File: src/rtl/router_pkg.sv
// Shared types and constants for the port scheduler slice.
package router_pkg;

  localparam int N_PORTS_DEF = 16;

  typedef logic [3:0] port_idx_t;

  typedef enum logic [1:0] {
    IDLE    = 2'd0,
    HOLD    = 2'd1,
    RELEASE = 2'd2
  } sched_state_t;

endpackage

File: src/rtl/rr_pick.sv
// Combinational round-robin picker: first set request bit at or after
// pointer, wrapping to the lowest set bit when none lies above pointer.
module rr_pick
  import router_pkg::*;
#(
  parameter int N_PORTS = N_PORTS_DEF
) (
  input  logic [N_PORTS-1:0] request,
  input  port_idx_t          pointer,
  output logic [N_PORTS-1:0] onehot,
  output port_idx_t          index
);

  logic [N_PORTS-1:0] upper_s;
  logic [N_PORTS-1:0] pick_src_s;
  logic [N_PORTS-1:0] onehot_s;
  port_idx_t          index_s;

  // Mask off ports below the pointer, fall back to the full vector on wrap,
  // then isolate the lowest set bit and encode its position.
  always_comb begin
    upper_s = '0;
    for (int i = 0; i < N_PORTS; i++) begin
      upper_s[i] = request[i] & (i >= int'(pointer));
    end
    pick_src_s = (|upper_s) ? upper_s : request;
    onehot_s   = pick_src_s & (~pick_src_s + N_PORTS'(1));
    index_s    = 4'd0;
    for (int i = 0; i < N_PORTS; i++) begin
      index_s = index_s | (onehot_s[i] ? port_idx_t'(i) : 4'd0);
    end
  end

  assign onehot = onehot_s;
  assign index  = index_s;

endmodule

File: src/rtl/port_scheduler.sv
// Output-port scheduler: round-robin grant held for a whole packet.
// Optional watchdog enabled by defining PORT_SCHED_TIMEOUT_EN.
module port_scheduler
  import router_pkg::*;
#(
  parameter int N_PORTS     = N_PORTS_DEF,
  parameter int TIMEOUT_CYC = 1024
) (
  input  logic               clk,
  input  logic               reset_n,
  input  logic [N_PORTS-1:0] request,
  input  logic [N_PORTS-1:0] eop,
  input  logic               ready,
  output logic [N_PORTS-1:0] grant,
  output logic [3:0]         grant_id,
  output logic               busy,
  output logic               timeout_err
);

  sched_state_t       state_r;
  logic [N_PORTS-1:0] grant_r;
  port_idx_t          grant_id_r;
  logic               busy_r;
  port_idx_t          ptr_r;

  logic [N_PORTS-1:0] pick_onehot_s;
  port_idx_t          pick_index_s;
  logic               owner_req_s;
  logic               pkt_done_s;
  port_idx_t          ptr_next_s;

  rr_pick #(.N_PORTS(N_PORTS)) u_rr_pick (
    .request (request),
    .pointer (ptr_r),
    .onehot  (pick_onehot_s),
    .index   (pick_index_s)
  );

  // Packet end for the current owner: accepted eop beat or request withdrawn;
  // also the pointer value that resumes the search just past the owner.
  always_comb begin
    owner_req_s = request[grant_id_r];
    pkt_done_s  = ~owner_req_s | (ready & eop[grant_id_r]);
    if (grant_id_r == port_idx_t'(N_PORTS - 1)) begin
      ptr_next_s = 4'd0;
    end else begin
      ptr_next_s = grant_id_r + 4'd1;
    end
  end

`ifdef PORT_SCHED_TIMEOUT_EN
  localparam int TW = $clog2(TIMEOUT_CYC + 1);
  logic [TW-1:0] hold_cnt_r;
  logic          timeout_err_r;
  logic          expire_s;

  // Watchdog fires on the last permitted HOLD cycle; a normal packet end wins.
  always_comb begin
    expire_s = (hold_cnt_r == TW'(TIMEOUT_CYC - 1));
  end

  // Scheduler FSM with watchdog; all outputs registered.
  always_ff @(posedge clk or negedge reset_n) begin
    if (!reset_n) begin
      state_r       <= IDLE;
      grant_r       <= '0;
      grant_id_r    <= 4'd0;
      busy_r        <= 1'b0;
      ptr_r         <= 4'd0;
      hold_cnt_r    <= '0;
      timeout_err_r <= 1'b0;
    end else begin
      case (state_r)
        IDLE: begin
          timeout_err_r <= 1'b0;
          hold_cnt_r    <= '0;
          if (|request) begin
            grant_r    <= pick_onehot_s;
            grant_id_r <= pick_index_s;
            busy_r     <= 1'b1;
            state_r    <= HOLD;
          end else begin
            state_r    <= IDLE;
          end
        end
        HOLD: begin
          if (pkt_done_s || expire_s) begin
            grant_r       <= '0;
            grant_id_r    <= 4'd0;
            busy_r        <= 1'b0;
            ptr_r         <= ptr_next_s;
            timeout_err_r <= ~pkt_done_s;
            hold_cnt_r    <= '0;
            state_r       <= RELEASE;
          end else begin
            hold_cnt_r    <= hold_cnt_r + TW'(1);
            state_r       <= HOLD;
          end
        end
        RELEASE: begin
          timeout_err_r <= 1'b0;
          state_r       <= IDLE;
        end
        default: begin
          grant_r       <= '0;
          grant_id_r    <= 4'd0;
          busy_r        <= 1'b0;
          timeout_err_r <= 1'b0;
          hold_cnt_r    <= '0;
          state_r       <= IDLE;
        end
      endcase
    end
  end

  assign timeout_err = timeout_err_r;
`else
  // Scheduler FSM without watchdog; HOLD ends only at packet end.
  always_ff @(posedge clk or negedge reset_n) begin
    if (!reset_n) begin
      state_r    <= IDLE;
      grant_r    <= '0;
      grant_id_r <= 4'd0;
      busy_r     <= 1'b0;
      ptr_r      <= 4'd0;
    end else begin
      case (state_r)
        IDLE: begin
          if (|request) begin
            grant_r    <= pick_onehot_s;
            grant_id_r <= pick_index_s;
            busy_r     <= 1'b1;
            state_r    <= HOLD;
          end else begin
            state_r    <= IDLE;
          end
        end
        HOLD: begin
          if (pkt_done_s) begin
            grant_r    <= '0;
            grant_id_r <= 4'd0;
            busy_r     <= 1'b0;
            ptr_r      <= ptr_next_s;
            state_r    <= RELEASE;
          end else begin
            state_r    <= HOLD;
          end
        end
        RELEASE: begin
          state_r <= IDLE;
        end
        default: begin
          grant_r    <= '0;
          grant_id_r <= 4'd0;
          busy_r     <= 1'b0;
          state_r    <= IDLE;
        end
      endcase
    end
  end

  assign timeout_err = 1'b0;
`endif

  assign grant    = grant_r;
  assign grant_id = grant_id_r;
  assign busy     = busy_r;

endmodule

File: config.mk
export PLATFORM = sky130hd
export DESIGN_NAME = port_scheduler
export DESIGN_NICKNAME = d
export VERILOG_FILES = /design/src/rtl/router_pkg.sv /design/src/rtl/rr_pick.sv /design/src/rtl/port_scheduler.sv
export SDC_FILE = /design/constraint.sdc
export NUM_CORES = 1
export LEC_CHECK = 0
export ABC_AREA = 1
export ABC_CLOCK_PERIOD_IN_PS = 2600
export BUFFER_PORTS_ARGS = -buffer_cell sky130_fd_sc_hd__buf_2
export CAP_MARGIN = 20
export CORE_MARGIN = 5
export CORE_UTILIZATION = 30
export CTS_BUF_LIST = sky130_fd_sc_hd__clkbuf_4 sky130_fd_sc_hd__clkbuf_8
export CTS_CLUSTER_SIZE = 40
export DETAILED_ROUTE_END_ITERATION = 10
export MAX_ROUTING_LAYER = met4
export PLACE_DENSITY = 0.5
export SYNTH_ARGS = -nofsm -noshare
export SYNTH_HDL_FRONTEND = slang
export SYNTH_SLANG_ARGS = --single-unit
File: constraint.sdc
create_clock -name clk -period 2.6 [get_ports clk]
set_input_delay 0.13 -clock clk [delete_from_list [all_inputs] [get_ports clk]]
set_output_delay 0.13 -clock clk [all_outputs]
set_load 0.02 [all_outputs]
After elaboration in Yosys (flattened, before gate mapping) --
Cells that the tools add are included.
Cells by class: $add $sub $neg 2, order comparisons 16, equality and inequality tests 5, mux-type cells 33, bitwise operators 35, reduce and logical (&&, ||, !) cells 5
Operator list (count):
- 4-bit bitwise OR | 14
- 16-bit one-hot mux with 3 select lines | 1
- 4-bit 2-to-1 mux | 11
- 16-bit 2-to-1 mux | 2
- 16-bit OR reduction | 2
- 4-bit greater-or-equal comparator, first input constant | 7
- 16-bit by 1-bit adder with 16-bit output, second input constant | 1
- 1-bit AND | 16
- 16-bit AND | 1
- 3-bit by 4-bit greater-or-equal comparator with 1-bit output, first input constant | 4
- 16-bit NOT | 1
- 15-bit 2-to-1 mux | 1
- 3-bit 2-to-1 mux | 4
- 4-bit one-hot mux with 3 select lines | 1
- 1-bit binary-select mux with 4-bit select | 2
- 1-bit by 4-bit greater-or-equal comparator with 1-bit output, first input constant | 2
- 2-bit by 4-bit greater-or-equal comparator with 1-bit output, first input constant | 2
- 1-bit 2-to-1 mux | 6
- 2-bit 2-to-1 mux | 3
- 4-bit by 5-bit < comparator with 1-bit output, second input constant | 1
- 4-bit by 1-bit adder with 4-bit output, second input constant | 1
- 4-bit == test, second input constant | 1
- 2-bit inequality test, second input constant | 2
- 2-bit one-hot mux with 2 select lines | 1
- 8 further kinds | 9
Word-level totals: register bits 27, input port bits 35, logic and storage cells 101

Longest topological paths before layout --
word-level depth 24, gate-level depth with buffers 20, gate-level depth less buffers 19

Hierarchy --
Synthesis repeated with hierarchy kept, for this count alone.
Second synthesis, totals: cell total of the unflattened synthesis 450, area total of the unflattened synthesis 2605.0 µm²
Modules (own cells, without submodules):
- port_scheduler | times used 1, cells each 258, area each 1710.4 µm², seq. area each 675.6 µm²
- rr_pick | times used 1, cells each 192, area each 894.6 µm², seq. area each 0.0 µm²

Worst setup path after synthesis --
OpenSTA, ideal clock, no wires.
kind register to register, start register grant_id_r[0], in the netlist grant_id[0], end register grant_r[2], in the netlist grant[2], data arrival time 1.946 ns, path slack 0.558 ns, cell stages (with the launch flop) 12, path buffers 2, clock period less this slack 2.042 ns, cells stage by stage dfrtp_1 -> inv_1 -> buf_2 -> nand2_1 -> a221o_1 -> nand3_1 -> nand3_1 -> o21ai_0 -> and2_1 -> buf_2 -> nand2_1 -> o31ai_1
On the way: longest elaborated chain between the ends 6, elaborated cells on any way between the ends 9
Ends and longest elaborated chain:
- start: declaration | RTL line port_scheduler.sv:22 | port_idx_t grant_id_r;
- start signal: assignment | RTL line port_scheduler.sv:131 | grant_id_r <= pick_index_s;
- 1-bit binary-select mux with 4-bit select, on equally long branches | RTL line port_scheduler.sv:43, port_scheduler.sv:42
- 1-bit 2-to-1 mux, on equally long branches | RTL line port_scheduler.sv:43, port_scheduler.sv:42
- 1-bit AND or 1-bit NOT (tied branches) | RTL line port_scheduler.sv:43 | pkt_done_s = ~owner_req_s | (ready & eop[grant_id_r]);
- 1-bit bitwise OR (*) | RTL line port_scheduler.sv:43
- 2-bit inequality test (no line) (*)
- 3-bit AND reduction (no line) (*)
- end signal: assignment | RTL line port_scheduler.sv:130 | grant_r <= pick_onehot_s;
- end: declaration | RTL line port_scheduler.sv:21 | logic [N_PORTS-1:0] grant_r;
Mark *: on every way between the ends. The rest lies on a longest branch, timed or not. The select of a mux whose other input is x is not followed. A chain may end at the register's enable or synchronous reset.

Worst setup path after layout --
start register ptr_r[2], end register grant_id_r[0], in the netlist grant_id[0]
On the way: longest elaborated chain between the ends 24, elaborated cells on any way between the ends 59
Ends and longest elaborated chain:
- start: declaration | RTL line port_scheduler.sv:24 | port_idx_t ptr_r;
- start signal: assignment | RTL line port_scheduler.sv:143 | ptr_r <= ptr_next_s;
- 1-bit by 4-bit greater-or-equal comparator with 1-bit output, or another cell as far along | RTL line rr_pick.sv:24 | upper_s[i] = request[i] & (i >= int'(pointer));
- 1-bit AND | RTL line rr_pick.sv:24
- 16-bit OR reduction | RTL line rr_pick.sv:26 | pick_src_s = (|upper_s) ? upper_s : request;
- 15-bit 2-to-1 mux (*) | RTL line rr_pick.sv:26
- 16-bit NOT | RTL line rr_pick.sv:27 | onehot_s = pick_src_s & (~pick_src_s + N_PORTS'(1));
- 16-bit by 1-bit adder with 16-bit output | RTL line rr_pick.sv:27
- 16-bit AND (*) | RTL line rr_pick.sv:27
- 1-bit 2-to-1 mux | RTL line rr_pick.sv:30 | index_s = index_s | (onehot_s[i] ? port_idx_t'(i) : 4'd0);
- 4-bit bitwise OR (13 in series) | RTL line rr_pick.sv:30
- 4-bit bitwise OR (*) | RTL line rr_pick.sv:30
- 4-bit 2-to-1 mux (*) | RTL line port_scheduler.sv:129 | if (|request) begin
- 4-bit one-hot mux with 3 select lines (*) | RTL line port_scheduler.sv:127 | case (state_r)
Marked as above.

==> flow_metrics.py <==
metrics = {
    "critical_path": {
        "cp.arrival_ns": 2.66,
        "crit_slowest_cell": "dfrtp_2",
        "reg2reg_slack_ns": 0.16,
        "path_class": "reg2reg",
        "required_ns": 2.81,
        "crit_path_end_kind": "register",
        "cp_num_buf_inv": 2,
        "start_kind": "register",
        "cpLargestDelayFamily": "simple AND/OR/NAND/NOR gates",
        "cpPeakStageDelay_ns": 0.49,
        "crit_chain": "nand2_2 -> nand2_1 -> nor2_2 -> nor2_2 -> nand3_2 -> buf_12 -> nor2_4 -> buf_4 -> a21oi_4 -> nand2_1 -> nor2_1 -> nand3_2 -> nand2_1 -> nor2_2 -> nand2_1 -> nand2_1 -> nand2_1",
        "crit_top_cell": "nand2_1",
        "cp_max_fo": 7,
    },
    "synthesis": {
        "ys_top_cells_by_area": "dfrtp_1 31%, nand2_1 18%, nor2_1 8.9%",
        "synth_top_area_cell": "dfrtp_1",
        "syn_nets": 388,
        "yosysWarnings": 0,
        "synth_edf_count": 0,
        "syn_inst": 352,
        "ys_ff_latch": 27,
        "syn_avg_cell_area_um2": 6.11,
        "synth_ff_type": "dfrtp_1",
        "ys_async_sr_fraction_pct": 100,
        "synth_common_cells": "105 x nand2_1, 51 x nor2_1, 38 x inv_1, 36 x o21ai_0, 31 x nand3_1",
        "yosysSeqAreaShare_pct": 31.4,
        "synth_top_area_share_pct": 31.4,
        "synth_cell_types": 32,
        "synth.most_common_cell": "nand2_1",
        "syn_area_um2": 2150,
    },
    "drt": {
        "vias_per_cell": 4.75,
        "wire_per_inst_um": 14.2,
        "antenna_left": 0,
        "vias": 2419,
        "drc": 0,
        "drt-pass1-iter-count": 4,
        "routed_wl_mm": 7.23,
        "drt_iter0_markers": 93,
    },
    "power": {
        "powerDensity_nw_per_um2": 782,
        "seqPwrFrac_pct": 29.9,
        "peakVddDrop_uv": 199,
        "power.switching_uw": 1070,
        "clkPwrFrac_pct": 12.4,
        "leakage_uw": 0.00141,
        "internal_power_uw": 1040,
        "sw_frac_of_total_pct": 50.6,
        "comb_power_share_pct": 57.7,
    },
    "global_routing": {
        "grt_pass1_vias": 2280,
        "antenna_found_initial": 0,
        "grt_util_all_layers_pct": 16.5,
        "grt_start_max_net_pins": 28,
        "overflow": 0,
        "grt_pass1_wl_mm": 11.5,
    },
    "place": {
        "dp.cells": 498,
        "port_buffers": 55,
        "gp_congestion": 0.893,
        "place_hpwl_mm": 5.69,
        "placed_area_um2": 2530,
    },
    "die": {
        "die_h_um": 94.6,
        "start_util_pct": 31.3,
        "num_io_pins": 57,
        "core_area_um2": 6870,
        "die_area_um2": 8960,
        "die_w_um": 94.6,
        "rows": 30,
    },
    "layout": {
        "final_core_util_pct": 39.3,
        "diodes": 0,
        "drive_gt1_share_pct": 24.9,
        "syn2layout_area_growth_pct": 25.6,
        "final.fill_count": 788,
        "final_nets": 450,
        "instances_no_fill": 509,
        "final_area_um2": 2700,
    },
    "sta": {
        "rsz0062_at_grt": "true",
        "setup_viol": 0,
        "fmax_mhz": 409,
        "max-slew-margin-rel_pct": 58.8,
        "hold_violations": 0,
        "tightest_slew_ns": 0.618,
        "hold_ws_ns": 0.228,
        "fin_skew_ns": 0.00442,
        "finalCritPeriodShare_pct": 94.0,
        "drv_slew": 0,
        "fin_crit_ns": 2.44,
    },
    "run_status": {
        "status": "completed",
    },
    "hold_path": {
        "hp-class": "in2reg",
    },
    "clock_network": {
        "cts_buffers": 3,
        "clkSinkCount": 27,
        "htree_levels": 1,
        "clk_latency_ns": 0.28,
        "path_clk_slew_ns": 0.10,
        "clk_path_buf_depth": 2,
        "cts_tree": "done",
        "cts_root_buffer": "clkbuf_8",
    },
    "flow_run": {
        "cap_violations": 0,
    },
}
[placed cells by master, fill, tap and decap left out, types with 4 or more instances in the layout]
| cell | n |
|---|---|
| a21oi_1 | 12 |
| buf_2 | 55 |
| buf_4 | 10 |
| dfrtp_1 | 24 |
| inv_1 | 38 |
| nand2_1 | 102 |
| nand2_2 | 6 |
| nand3_1 | 29 |
| nand3_2 | 4 |
| nor2_1 | 43 |
| nor2_2 | 13 |
| nor4_1 | 4 |
| o211ai_1 | 4 |
| o21ai_0 | 35 |
[layout make-up]
class                      instances  area (um2)  share of cell area [%]
multi-input combinational        275        1320                    48.9
sequential                        27         679                    25.2
tap                               96         120                    4.45
inverter                          40         150                    5.56
clock buffer                       4        48.8                    1.81
timing repair buffer              67         380                    14.1
[metrics by stage]
stage,total power [uW],TNS [ns],setup slack (ns)
floorplan,1450,0,0.558
global placement,1820,-0.0567,-0.0567
detailed placement,1820,0,0.0132
CTS,2080,0,0.0149
global route,2320,-0.0747,-0.0393
finish,2110,0,0.155
[power by group through the flow]
stage / Sequential [uW] / Combinational, uW / Clock, uW
final: 632 / 1220 / 262
after CTS: 628 / 1180 / 268
after floorplan: 678 / 774 / 0
after global placement: 637 / 1180 / 0
after global routing: 648 / 1390 / 281
after detailed placement: 635 / 1180 / 0
[logic make-up after synthesis]
logic type | share of synthesized area, %
buffers and inverters | 9.95
XOR/XNOR | 0.815
AO/OA/AOI/OAI | 15.7
flip-flops | 31.4
adder cells (fa/ha/maj) | 0.582
AND/OR/NAND/NOR | 41.3
other | 0.174
[registers in the layout, summed over array words and instances, names as in the netlist]
name and cells:
grant_id 4, grant 16, ptr_r 4, busy 1, state_r 2
[final timing paths]
kind	start	end	depth (start not counted)
max reg2reg	ptr_r[2]$_DFFE_PN0P_	grant_id[0]$_DFFE_PN0P_	17
min in group asynchronous	reset_n	grant[9]$_DFFE_PN0P_	2
max in group asynchronous	reset_n	ptr_r[1]$_DFFE_PN0P_	2
min reg2reg	grant[7]$_DFFE_PN0P_	grant[7]$_DFFE_PN0P_	2
max	ptr_r[2]$_DFFE_PN0P_	grant_id[0]$_DFFE_PN0P_	17
min	ready	state_r[0]$_DFF_PN0_	4
[metal layers]
| layer | global-route usage, % | part of all wire [%] | vias to the layer above |
|---|---|---|---|
| li1 | - | - | 1261 |
| met1 | 23.4 | 49 | 1075 |
| met2 | 25.8 | 45 | 73 |
| met3 | 1.12 | 4.1 | 10 |
| met4 | 3.85 | 1.7 | 0 |
| met5 | - | 0 | - |
[worst reg2reg max path, cell delays in order (launching register included)]
cell and delay (ns):
dfrtp_2 0.49, nand2_2 0.17, nand2_1 0.08, nor2_2 0.19, nor2_2 0.07, nand3_2 0.13
buf_12 0.12, nor2_4 0.05, buf_4 0.15, a21oi_4 0.17, nand2_1 0.07, nor2_1 0.20
nand3_2 0.15, nand2_1 0.10, nor2_2 0.05, nand2_1 0.05, nand2_1 0.05, nand2_1 0.09
[timing repair]
action / CTS / global route
resized for setup: 1 / 20
hold endpoints to repair: 27 / 0
pin swaps: 0 / 2
buffers inserted: 0 / 5
setup endpoints to repair: 1 / 20
hold buffers: 1 / 0
cloned: 0 / 1
No activity file was read; power rests on OpenSTA's default activity.
